$ cat src/rtl/timer_dev.sv
// Programmable countdown timer for device slot 0 of the CPU-device bridge.
// CTRL/PRESET/COUNT register file, four-state count FSM, maskable interrupt.
//
// state | meaning
// IDLE  | waiting for Enable; COUNT holds
// LOAD  | copy PRESET into COUNT
// CNT   | decrement COUNT toward the terminal value 0
// INT   | terminal count reached; one-shot clears Enable, auto-reload drops irq
module timer_dev #(
    parameter logic [31:0] RST_PRESET = 32'h0000_0000
) (
    input  logic        clk,
    input  logic        reset,
    input  logic [2:0]  Addr,
    input  logic        WE,
    input  logic [31:0] DIN,
    output logic [31:0] DOUT,
    output logic        IRQ
);

    typedef enum logic [1:0] {
        S_IDLE = 2'd0,
        S_LOAD = 2'd1,
        S_CNT  = 2'd2,
        S_INT  = 2'd3
    } state_t;

    localparam logic [2:0] A_CTRL   = 3'b000;
    localparam logic [2:0] A_PRESET = 3'b001;
    localparam logic [2:0] A_COUNT  = 3'b010;

    state_t      r_state;
    logic [3:0]  r_ctrl;
    logic [31:0] r_preset;
    logic [31:0] r_count;
    logic        r_irq_pend;

    state_t      w_state_nxt;
    logic [31:0] w_count_nxt;
    logic        w_en_clr;
    logic        w_pend_set;
    logic        w_pend_fsm_clr;
    logic        w_wr_ctrl;
    logic        w_wr_preset;
    logic        w_enable;
    logic        w_auto_reload;

    assign w_wr_ctrl     = WE && (Addr == A_CTRL);
    assign w_wr_preset   = WE && (Addr == A_PRESET);
    assign w_enable      = r_ctrl[0];
    // Modes 10 and 11 fall back to one-shot.
    assign w_auto_reload = (r_ctrl[2:1] == 2'b01);

    always_comb begin
        w_state_nxt    = r_state;
        w_count_nxt    = r_count;
        w_en_clr       = 1'b0;
        w_pend_set     = 1'b0;
        w_pend_fsm_clr = 1'b0;
        case (r_state)
            S_IDLE: begin
                if (w_enable) w_state_nxt = S_LOAD;
            end
            S_LOAD: begin
                w_count_nxt = r_preset;
                w_state_nxt = S_CNT;
            end
            S_CNT: begin
                if (!w_enable) begin
                    w_state_nxt = S_IDLE;
                end else if (r_count == 32'd0) begin
                    w_pend_set  = 1'b1;
                    w_state_nxt = S_INT;
                end else begin
                    w_count_nxt = r_count - 32'd1;
                end
            end
            S_INT: begin
                if (w_auto_reload) w_pend_fsm_clr = 1'b1;
                else               w_en_clr       = 1'b1;
                w_state_nxt = S_IDLE;
            end
            default: w_state_nxt = S_IDLE;
        endcase
    end

    always_ff @(posedge clk) begin
        if (reset) begin
            r_state    <= S_IDLE;
            r_ctrl     <= 4'h0;
            r_preset   <= RST_PRESET;
            r_count    <= 32'd0;
            r_irq_pend <= 1'b0;
        end else begin
            r_state <= w_state_nxt;
            r_count <= w_count_nxt;
            // A CPU write to CTRL overrides the one-shot Enable clear.
            if (w_wr_ctrl)     r_ctrl    <= DIN[3:0];
            else if (w_en_clr) r_ctrl[0] <= 1'b0;
            if (w_wr_preset)   r_preset  <= DIN;
            // Setting wins over a clearing write so a terminal count is never lost.
            if (w_pend_set)
                r_irq_pend <= 1'b1;
            else if (w_wr_ctrl || w_wr_preset || w_pend_fsm_clr)
                r_irq_pend <= 1'b0;
        end
    end

    always_comb begin
        DOUT = 32'h0;
        case (Addr)
            A_CTRL:   DOUT = {28'h0, r_ctrl};
            A_PRESET: DOUT = r_preset;
            A_COUNT:  DOUT = r_count;
            default:  DOUT = 32'h0;
        endcase
    end

    assign IRQ = r_irq_pend & r_ctrl[3];

endmodule

$ cat config.mk
export PLATFORM = sky130hd
export DESIGN_NAME = timer_dev
export DESIGN_NICKNAME = d
export VERILOG_FILES = /design/src/rtl/timer_dev.sv
export SDC_FILE = /design/constraint.sdc
export NUM_CORES = 1
export LEC_CHECK = 0
export BUFFER_PORTS_ARGS = -buffer_cell sky130_fd_sc_hd__buf_4
export CAP_MARGIN = 0
export CORE_UTILIZATION = 50
export CTS_CLUSTER_DIAMETER = 40
export DETAILED_ROUTE_END_ITERATION = 10
export HOLD_SLACK_MARGIN = 0.1
export PLACE_DENSITY = 0.76
export SYNTH_ARGS = -nofsm -noshare
export SYNTH_HDL_FRONTEND = slang
export SYNTH_SLANG_ARGS = --single-unit
export TNS_END_PERCENT = 50
$ cat constraint.sdc
create_clock -name clk -period 2.3 [get_ports clk]
set_input_delay 0.23 -clock clk [delete_from_list [all_inputs] [get_ports clk]]
set_output_delay 0.23 -clock clk [all_outputs]
set_load 0.01 [all_outputs]
==> summary.md, run 1 <==
| Metric | Value |
|---|---|
| Pin count of the biggest net entering global routing | `72` |
| Top-area cell type share of the netlist area | `0.374` |
| DRT Pass-1 Iters | `5` |
| Port bufs | `70` |
| YS warnings | `0` |
| Avg Cell Area, Syn | `7.19 µm²` |
| Cells after Synth | `529` |
| Vias in the first global route | `3679` |
| Max Clock Skew | `7.76 ps` |
| Clock Sinks | `71` |
| Clock power frac | `0.446` |
| Depth of the CTS H-tree | `3` |
| Final hold viol count | `0` |
| Worst Hold Launch | `DIN[11]` |
| Rel. slew slack | `0.502` |
| Critical path peak fanout | `4` |
| WHS Path Cells | `3` |
| CTS tree | `yes` |
| Number of synthesized flops with an enable pin | `0` |
| I/O pin count | `71` |
| Core region area | `7290 µm²` |
| Fin crit period | `2380 ps` |
| Antenna violations before repair | `0` |
| Slew @ Worst Pin | `746 ps` |
| Fin Hold WS | `107 ps` |
| Met1 Use GR | `0.397` |
| Failing checks | `negative setup slack` |
| CP Launch Type | `flop` |
| Syn Nets | `568` |
| CTS Buf Count | `9` |
| CTS clk-pin slew, worst paths | `90 ps` |
| Most common cell after layout, fill and taps aside | `nand2_1` |
| Rows | `31` |
| Clk_lat worst skew | `360 ps` |
| Nets | `652` |
| Largest cells by area after synthesis | `dfxtp_1 37%, nand2_1 13%, a21oi_1 11%` |
| Critical Path AT | `2600 ps` |
| Diode count | `0` |
| Max Slew Vio Count | `0` |
| Worst Setup SP | `r_count[0]$_SDFFE_PP0P_` |
| Final Cycle Share | `1.04` |
| Cell taking the most area after synthesis | `dfxtp_1` |
| Die Ht | `89.2 µm` |
| Congestion Overflow GR | `0` |
| Comb pwr share | `0.071` |
| Register area share after synthesis | `0.374` |
| RSZ-0062 raised after global routing | `true` |
| Width of the die | `89.2 µm` |
| MaxCap Viol Count | `0` |
| Global route hottest layer | `met2` |
| Crit end category | `flop` |
| Flops & latches, synth | `71` |
| Initial DRC count | `406` |
| Switching Fraction | `0.249` |
| Fillers | `629` |
| Hold-fix buffers at CTS | `0` |
| Synth unique cells | `41` |
| Outcome | `finished, violations left` |
| Setup Viol. Count Final | `9` |
| Post-synth ARST share | `0` |
| Commonest cells after routing, fill and taps aside | `125 x nand2_1, 111 x buf_4, 81 x a21oi_1` |
| Total number of vias | `4186` |
| Detailed Route WL | `11.2 mm` |
| Peak supply drop | `0.000345 V` |
| Share of layout cells above drive strength 1 | `0.277` |
| Root buffer cell | `clkbuf_8` |
| Setup ws final | `-81.3 ps` |
| Flop pwr share | `0.484` |
| Psw | `646 µW` |
| P per Cell Area | `516 nW/µm²` |
| Launch point of the worst reg-to-reg path | `r_count[0]$_SDFFE_PP0P_` |
| GPL Wtd Cong | `0.849` |
| Initial core utilization | `0.521` |
| P_leak | `0.00195 µW` |
| Top_reg_cell synth | `dfxtp_1` |
| Met2 usage | `0.448` |
| First-pass GRT wire length | `17.3 mm` |
| GR Util All Layers | `0.285` |
| Routed Antenna Nets | `0` |
| Via/cell ratio | `5.84` |
| Internal cell power | `1950 µW` |
| DR DRC count | `0` |
| Final core occ | `0.691` |
| Die area | `7950 µm²` |
| Hold crit path type | `primary input to flop` |
| Worst-case reg-to-reg path depth | `6` |
| Setup Crit Path Kind | `flop to flop` |
| Post-Syn Area | `3800 µm²` |
| P&R area growth vs syn | `32.5%` |
| Achievable frequency | `420 MHz` |
| DR WL/cell | `15.6 µm` |
| CP required | `2520 ps` |
| GR Layer Usage met3 | `0.0406` |
| Clock tree buffer depth | `2` |
| HPWL Detailed | `7.40 mm` |
## final timing paths
check	end	slack, ps
worst max-delay path	r_count[31]$_SDFFE_PP0P_	-80
worst min-delay path	r_preset[11]$_SDFFE_PP0P_	110
worst max register to register	r_count[31]$_SDFFE_PP0P_	-80
worst min register to register	r_irq_pend$_SDFFE_PP0P_	480
## cell families (layout without fill, tap and decap cells)
family | after synthesis | in the layout | synth area share
flops | 71 | 71 | 0.374
buf+inv | 46 | 135 | 0.0490
simple gates | 223 | 223 | 0.261
fa+ha+maj | 1 | 1 | 0.00329
compound gates | 181 | 181 | 0.295
mux | 7 | 7 | 0.0184
## worst max-delay path, stage by stage (launching register included)
cell and delay (ps):
dfxtp_1 310, buf_4 150, or4_4 550, or3_4 350, or4_4 550, o211ai_1 250
a21oi_2 80
## power groups by stage
stage	Sequential [µW]	Clock, µW	Combinational [µW]
floorplan	1280	0	93.1
global placement	1280	0	172
detailed placement	1290	0	175
CTS	1260	1160	177
global route	1260	1220	199
finish	1260	1160	184
## registers in the layout (all words and copies together) (netlist names)
register / flops
r_count: 32
r_irq_pend: 1
r_state: 2
r_ctrl: 4
r_preset: 32
## repair_timing
action                     in CTS  in global routing
resized for setup               4                 31
setup buffers                   2                  1
setup endpoints to repair      30                 33
pin swaps                       4                 12
## synthesized netlist by cell type, types with 2 or more instances
| cell | n |
|---|---|
| a21o_1 | 2 |
| a21oi_1 | 81 |
| a22o_1 | 29 |
| a31oi_1 | 3 |
| and2_1 | 3 |
| buf_1 | 2 |
| buf_2 | 5 |
| clkbuf_1 | 36 |
| dfxtp_1 | 71 |
| inv_1 | 2 |
| mux2i_1 | 7 |
| nand2_1 | 131 |
| nand2b_1 | 5 |
| nand3_1 | 8 |
| nor2_1 | 40 |
| nor2b_1 | 4 |
| nor3_1 | 9 |
| nor4_1 | 2 |
| nor4b_1 | 3 |
| o211ai_1 | 2 |
| o21a_1 | 3 |
| o21ai_0 | 37 |
| o31a_1 | 3 |
| o31ai_1 | 7 |
| o41ai_1 | 9 |
| or2_2 | 4 |
| or3_1 | 2 |
| or4_1 | 5 |
| or4_4 | 2 |
## per-layer routing
| metal | up-vias | wire, µm |
|---|---|---|
| li1 | 2040 | - |
| met1 | 1976 | 5100 |
| met2 | 153 | 5240 |
| met3 | 17 | 638 |
| met4 | 0 | 183 |
| met5 | - | 0 |
## metrics by stage
| step | cell area [µm²] | TNS [ps] | cells | power [µW] | setup WS, ps |
|---|---|---|---|---|---|
| floorplan | 3850 | -1800 | 529 | 1370 | -149 |
| global placement | 4670 | -4.94 | 698 | 1460 | -4.94 |
| detailed placement | 4670 | -748 | 698 | 1460 | -77.8 |
| CTS | 4930 | -34.4 | 716 | 2590 | -28.7 |
| global route | 5040 | -1710 | 717 | 2680 | -113 |
| finish | 5040 | -185 | 717 | 2600 | -81.3 |
## area by class of cell
class,instances,area [µm²],area share
multi-input cells,412,2320,0.461
well taps,99,124,0.0246
clock inverters,7,103,0.0204
flip-flops and latches,71,1420,0.283
clock buffers,9,124,0.0246
inverters,2,7.51,0.00149
repair buffers,117,936,0.186
No activity file was read; power rests on OpenSTA's default activity.
==> inputs of run 2 (changes only) <==
SETUP_SLACK_MARGIN = 0.05   (was default)
==> summary.md, run 2 (synthesis results as in run 1) <==
| Metric | Value |
|---|---|
| Outcome | `finished, violations left` |
| Diode count | `0` |
| Vias in the first global route | `3777` |
| DRT Pass-1 Iters | `5` |
| Hold crit path type | `primary input to flop` |
| Failing checks | `negative setup slack` |
| Setup ws final | `-86.8 ps` |
| Congestion Overflow GR | `0` |
| Final core occ | `0.696` |
| Slew @ Worst Pin | `758 ps` |
| Clock Sinks | `71` |
| Die area | `7950 µm²` |
| Most common cell after layout, fill and taps aside | `nand2_1` |
| Rel. slew slack | `0.494` |
| Rows | `31` |
| P_leak | `0.00198 µW` |
| Critical path peak fanout | `6` |
| Core region area | `7290 µm²` |
| Port bufs | `70` |
| Final Cycle Share | `1.04` |
| Peak supply drop | `0.000346 V` |
| P&R area growth vs syn | `33.5%` |
| Pin count of the biggest net entering global routing | `72` |
| Hold-fix buffers at CTS | `0` |
| Fin Hold WS | `104 ps` |
| First-pass GRT wire length | `17.6 mm` |
| Via/cell ratio | `5.84` |
| Clock tree buffer depth | `2` |
| MaxCap Viol Count | `0` |
| Top routing layer in use | `met4` |
| CTS tree | `yes` |
| Initial DRC count | `328` |
| Top flop regs | `r_count (32), r_preset (32), r_ctrl (4)` |
| RSZ-0062 raised after global routing | `true` |
| Antenna violations before repair | `0` |
| Setup Viol. Count Final | `32` |
| Routed length on met2 | `5.18 mm` |
| Met3 WL | `697 µm` |
| Max Slew Vio Count | `0` |
| Width of the die | `89.2 µm` |
| P per Cell Area | `513 nW/µm²` |
| Detailed Route WL | `11.2 mm` |
| I/O pin count | `71` |
| Share of layout cells above drive strength 1 | `0.285` |
| Root buffer cell | `clkbuf_8` |
| Depth of the CTS H-tree | `3` |
| Commonest cells after routing, fill and taps aside | `121 x nand2_1, 114 x buf_4, 81 x a21oi_1` |
| Routed Antenna Nets | `0` |
| Fillers | `615` |
| Crit end category | `flop` |
| Final hold viol count | `0` |
| Max Clock Skew | `7.24 ps` |
| Die Ht | `89.2 µm` |
| Nets | `658` |
| Cell Count, Final, Fillers Out | `723` |
| Placed Cells | `698` |
| CTS Buf Count | `9` |
| HPWL Detailed | `7.40 mm` |
| GPL Wtd Cong | `0.849` |
| CP Launch Type | `flop` |
| Total number of vias | `4219` |
| Setup Crit Path Kind | `flop to flop` |
| CP required | `2510 ps` |
| Fin crit period | `2390 ps` |
| Achievable frequency | `419 MHz` |
| Initial core utilization | `0.521` |
| WL met1 | `5.09 mm` |
| CTS clk-pin slew, worst paths | `90 ps` |
| DR DRC count | `0` |
| Sum Neg Setup Slack | `-1400 ps` |
| GR Util All Layers | `0.288` |
| DR WL/cell | `15.5 µm` |
| Clk_lat worst skew | `360 ps` |
| Critical Path AT | `2600 ps` |
-- run 2: cell count changes in the layout (fill, tap and decap cells not counted), moves of 3 or more --
cell,before,now
nand2_1,125,121
o21ai_0,17,14
o21ai_1,17,22
buf_4,111,114
buf_6,2,6
nand2_2,6,10
-- run 2: area by class of cell --
type / instances / area, µm² / share of cell area
Timing Repair Buffer: 123 / 983 / 0.194
Clock buffer: 9 / 124 / 0.0244
Inverter: 2 / 7.51 / 0.00148
Tap cell: 99 / 124 / 0.0244
Sequential cell: 71 / 1430 / 0.281
Clock inverter: 7 / 103 / 0.0202
Multi-Input combinational cell: 412 / 2310 / 0.455
-- run 2: worst max-delay path, cell delays in order, from the launching register on --
cell and delay [ps]:
dfxtp_2 320, or4_4 540, or4_4 480, nor4_4 280, buf_4 180, o21ai_4 100, buf_6 170, o211ai_1 80
a21oi_1 90
-- run 2: per-stage QoR --
step	worst slack [ps]	total power [µW]	cell area, µm²
5_1_grt	-160	2680	5080
6_report	-86.8	2600	5080
3_5_place_dp	-77.8	1460	4670
3_3_place_gp	-4.94	1460	4670
2_1_floorplan	-149	1370	3850
4_1_cts	-13.0	2600	5010
-- run 2: routing by layer --
| layer | up-vias | track usage |
|---|---|---|
| li1 | 2055 | - |
| met1 | 1948 | 0.402 |
| met2 | 188 | 0.455 |
| met3 | 28 | 0.0369 |
| met4 | 0 | 0.114 |
| met5 | - | 0 |
-- run 2: repair_timing --
action	4_1_cts	5_1_grt
pin swaps	10	11
resized for setup	17	24
cloned	1	0
endpoints found under the hold margin	0	0
setup endpoints to repair	33	34
setup buffers	7	1
-- run 2: power by group --
group,internal [µW],switching (µW)
Clock,626,535
Combinational,85.4,100
Sequential,1240,14.4
Total,1950,650
-- run 2: worst paths after layout --
kind                            startpoint                   endpoint  slack [ps]  depth (start not counted)
setup / recovery  r_count[22]$_SDFFE_PP0P_    r_count[1]$_SDFFE_PP0P_         -90                          8
hold / removal                     DIN[11]  r_preset[11]$_SDFFE_PP0P_         100                          3
setup reg to reg  r_count[22]$_SDFFE_PP0P_    r_count[1]$_SDFFE_PP0P_         -90                          8
hold reg to reg   r_preset[6]$_SDFFE_PP0P_   r_preset[6]$_SDFFE_PP0P_         470                          2
==> inputs of run 3 (changes only) <==
CORE_UTILIZATION = 52   (was 50)
CTS_BUF_LIST = sky130_fd_sc_hd__clkbuf_4 sky130_fd_sc_hd__clkbuf_8   (was default)
PLACE_DENSITY = 0.78   (was 0.76)
==> summary.md, run 3 (synthesis results as in run 1) <==
| Metric | Value |
|---|---|
| Cell Count, Final, Fillers Out | `708` |
| Seq. cell area | `1430 µm²` |
| Setup ws final | `-64.0 ps` |
| Die Ht | `87.5 µm` |
| Top routing layer in use | `met4` |
| Total number of vias | `4162` |
| CTS clk-pin slew, worst paths | `80 ps` |
| Peak supply drop | `0.000404 V` |
| MaxCap Viol Count | `0` |
| Critical path peak fanout | `4` |
| Met3 WL | `801 µm` |
| Clock Sinks | `71` |
| Routed length on met2 | `5.13 mm` |
| Clk_lat worst skew | `350 ps` |
| Share of layout cells above drive strength 1 | `0.257` |
| Initial DRC count | `404` |
| Depth of the CTS H-tree | `3` |
| Hold-fix buffers at CTS | `0` |
| Achievable frequency | `423 MHz` |
| Worst Hold Launch | `DIN[0]` |
| Final Cycle Share | `1.03` |
| Slew @ Worst Pin | `758 ps` |
| Antenna violations before repair | `0` |
| GR Util All Layers | `0.301` |
| Most common cell after layout, fill and taps aside | `nand2_1` |
| Worst reg-to-reg setup slack | `-60 ps` |
| Outcome | `finished, violations left` |
| Diode count | `0` |
| Total Power | `2490 µW` |
| WL met1 | `4.87 mm` |
| DR DRC count | `0` |
| Top flop regs | `r_count (32), r_preset (32), r_ctrl (4)` |
| Nets | `646` |
| Final hold viol count | `0` |
| DRT Pass-1 Iters | `5` |
| Setup Crit Path Kind | `flop to flop` |
| Fillers | `590` |
| GPL Wtd Cong | `0.905` |
| CTS Buf Count | `9` |
| I/O pin count | `71` |
| Final core occ | `0.708` |
| First-pass GRT wire length | `18.1 mm` |
| Initial core utilization | `0.547` |
| P&R area growth vs syn | `29.4%` |
| Rows | `30` |
| Via/cell ratio | `5.88` |
| Launch point of the worst reg-to-reg path | `r_count[22]$_SDFFE_PP0P_` |
| Max Slew Vio Count | `0` |
| Worst Setup SP | `r_count[22]$_SDFFE_PP0P_` |
| Placed Cells | `686` |
| Area of the multi-input gates | `2270 µm²` |
| HPWL Detailed | `7.37 mm` |
| Crit end category | `flop` |
| Port bufs | `70` |
| CP Launch Type | `flop` |
| Critical Path AT | `2640 ps` |
| P_leak | `0.00189 µW` |
| Setup Viol. Count Final | `27` |
| Core region area | `6940 µm²` |
| Vias in the first global route | `3797` |
| Congestion Overflow GR | `0` |
| Pin count of the biggest net entering global routing | `72` |
| Hold crit path type | `primary input to flop` |
| RSZ-0062 raised after global routing | `true` |
| Failing checks | `negative setup slack` |
| DR WL/cell | `15.6 µm` |
| Root buffer cell | `clkbuf_8` |
| Fin crit period | `2360 ps` |
| Die area | `7660 µm²` |
| Clock tree buffer depth | `2` |
| Rel. slew slack | `0.495` |
| Routed Antenna Nets | `0` |
| Commonest cells after routing, fill and taps aside | `129 x nand2_1, 104 x buf_4, 81 x a21oi_1` |
| Width of the die | `87.5 µm` |
| CTS tree | `yes` |
| P per Cell Area | `507 nW/µm²` |
| Detailed Route WL | `11.0 mm` |
| Max Clock Skew | `13.2 ps` |
| CP required | `2580 ps` |
## run 3: repair_timing
| item | 4_1_cts | 5_1_grt |
|---|---|---|
| pin swaps | 7 | 13 |
| buffers inserted | 4 | 2 |
| setup endpoints to repair | 32 | 34 |
| endpoints found under the hold margin | 0 | 0 |
| gates resized for setup | 13 | 8 |
## run 3: area by class of cell
type | count | share of cell area
multi-input cells | 412 | 0.461
flip-flops and latches | 71 | 0.290
repair buffers | 111 | 0.180
clock buffers | 12 | 0.0323
well taps | 96 | 0.0244
clock inverters | 4 | 0.0107
inverters | 2 | 0.00153
## run 3: through the flow
step	setup WS (ps)	TNS (ps)	hold WS (ps)	cell area, µm²
floorplan	-149	-1800	366	3850
detailed placement	-58.2	-137	464	4600
finish	-64.0	-513	126	4920
global placement	15.0	0	456	4600
CTS	7.71	0	123	4890
global route	-131	-2870	119	4920
## run 3: per-layer routing
| metal | vias up | GRT usage |
|---|---|---|
| met5 | - | 0 |
| met4 | 0 | 0.0999 |
| met3 | 24 | 0.0559 |
| met2 | 160 | 0.469 |
| met1 | 1961 | 0.420 |
| li1 | 2017 | - |
## run 3: worst paths after layout
check,endpoint,depth (start not counted)
worst max-delay path,r_count[31]$_SDFFE_PP0P_,7
worst min-delay path,r_ctrl[0]$_SDFFE_PP0P_,3
worst max register to register,r_count[31]$_SDFFE_PP0P_,7
worst min register to register,r_preset[16]$_SDFFE_PP0P_,2
## run 3: where the power goes
part / leakage [µW] / switching, µW / internal (µW) / total, µW
registers: 0.000575 / 13.7 / 1240 / 1260
logic: 0.00120 / 97.3 / 81.8 / 179
clock network: 0.000110 / 479 / 577 / 1060
## run 3: critical path, cell delays in order, from the launching register on
cell     delay (ps)
dfxtp_2         330
or4_4           530
or4_4           480
buf_4           170
or4_4           420
o31ai_2         180
nand2_1          90
a21oi_2         110
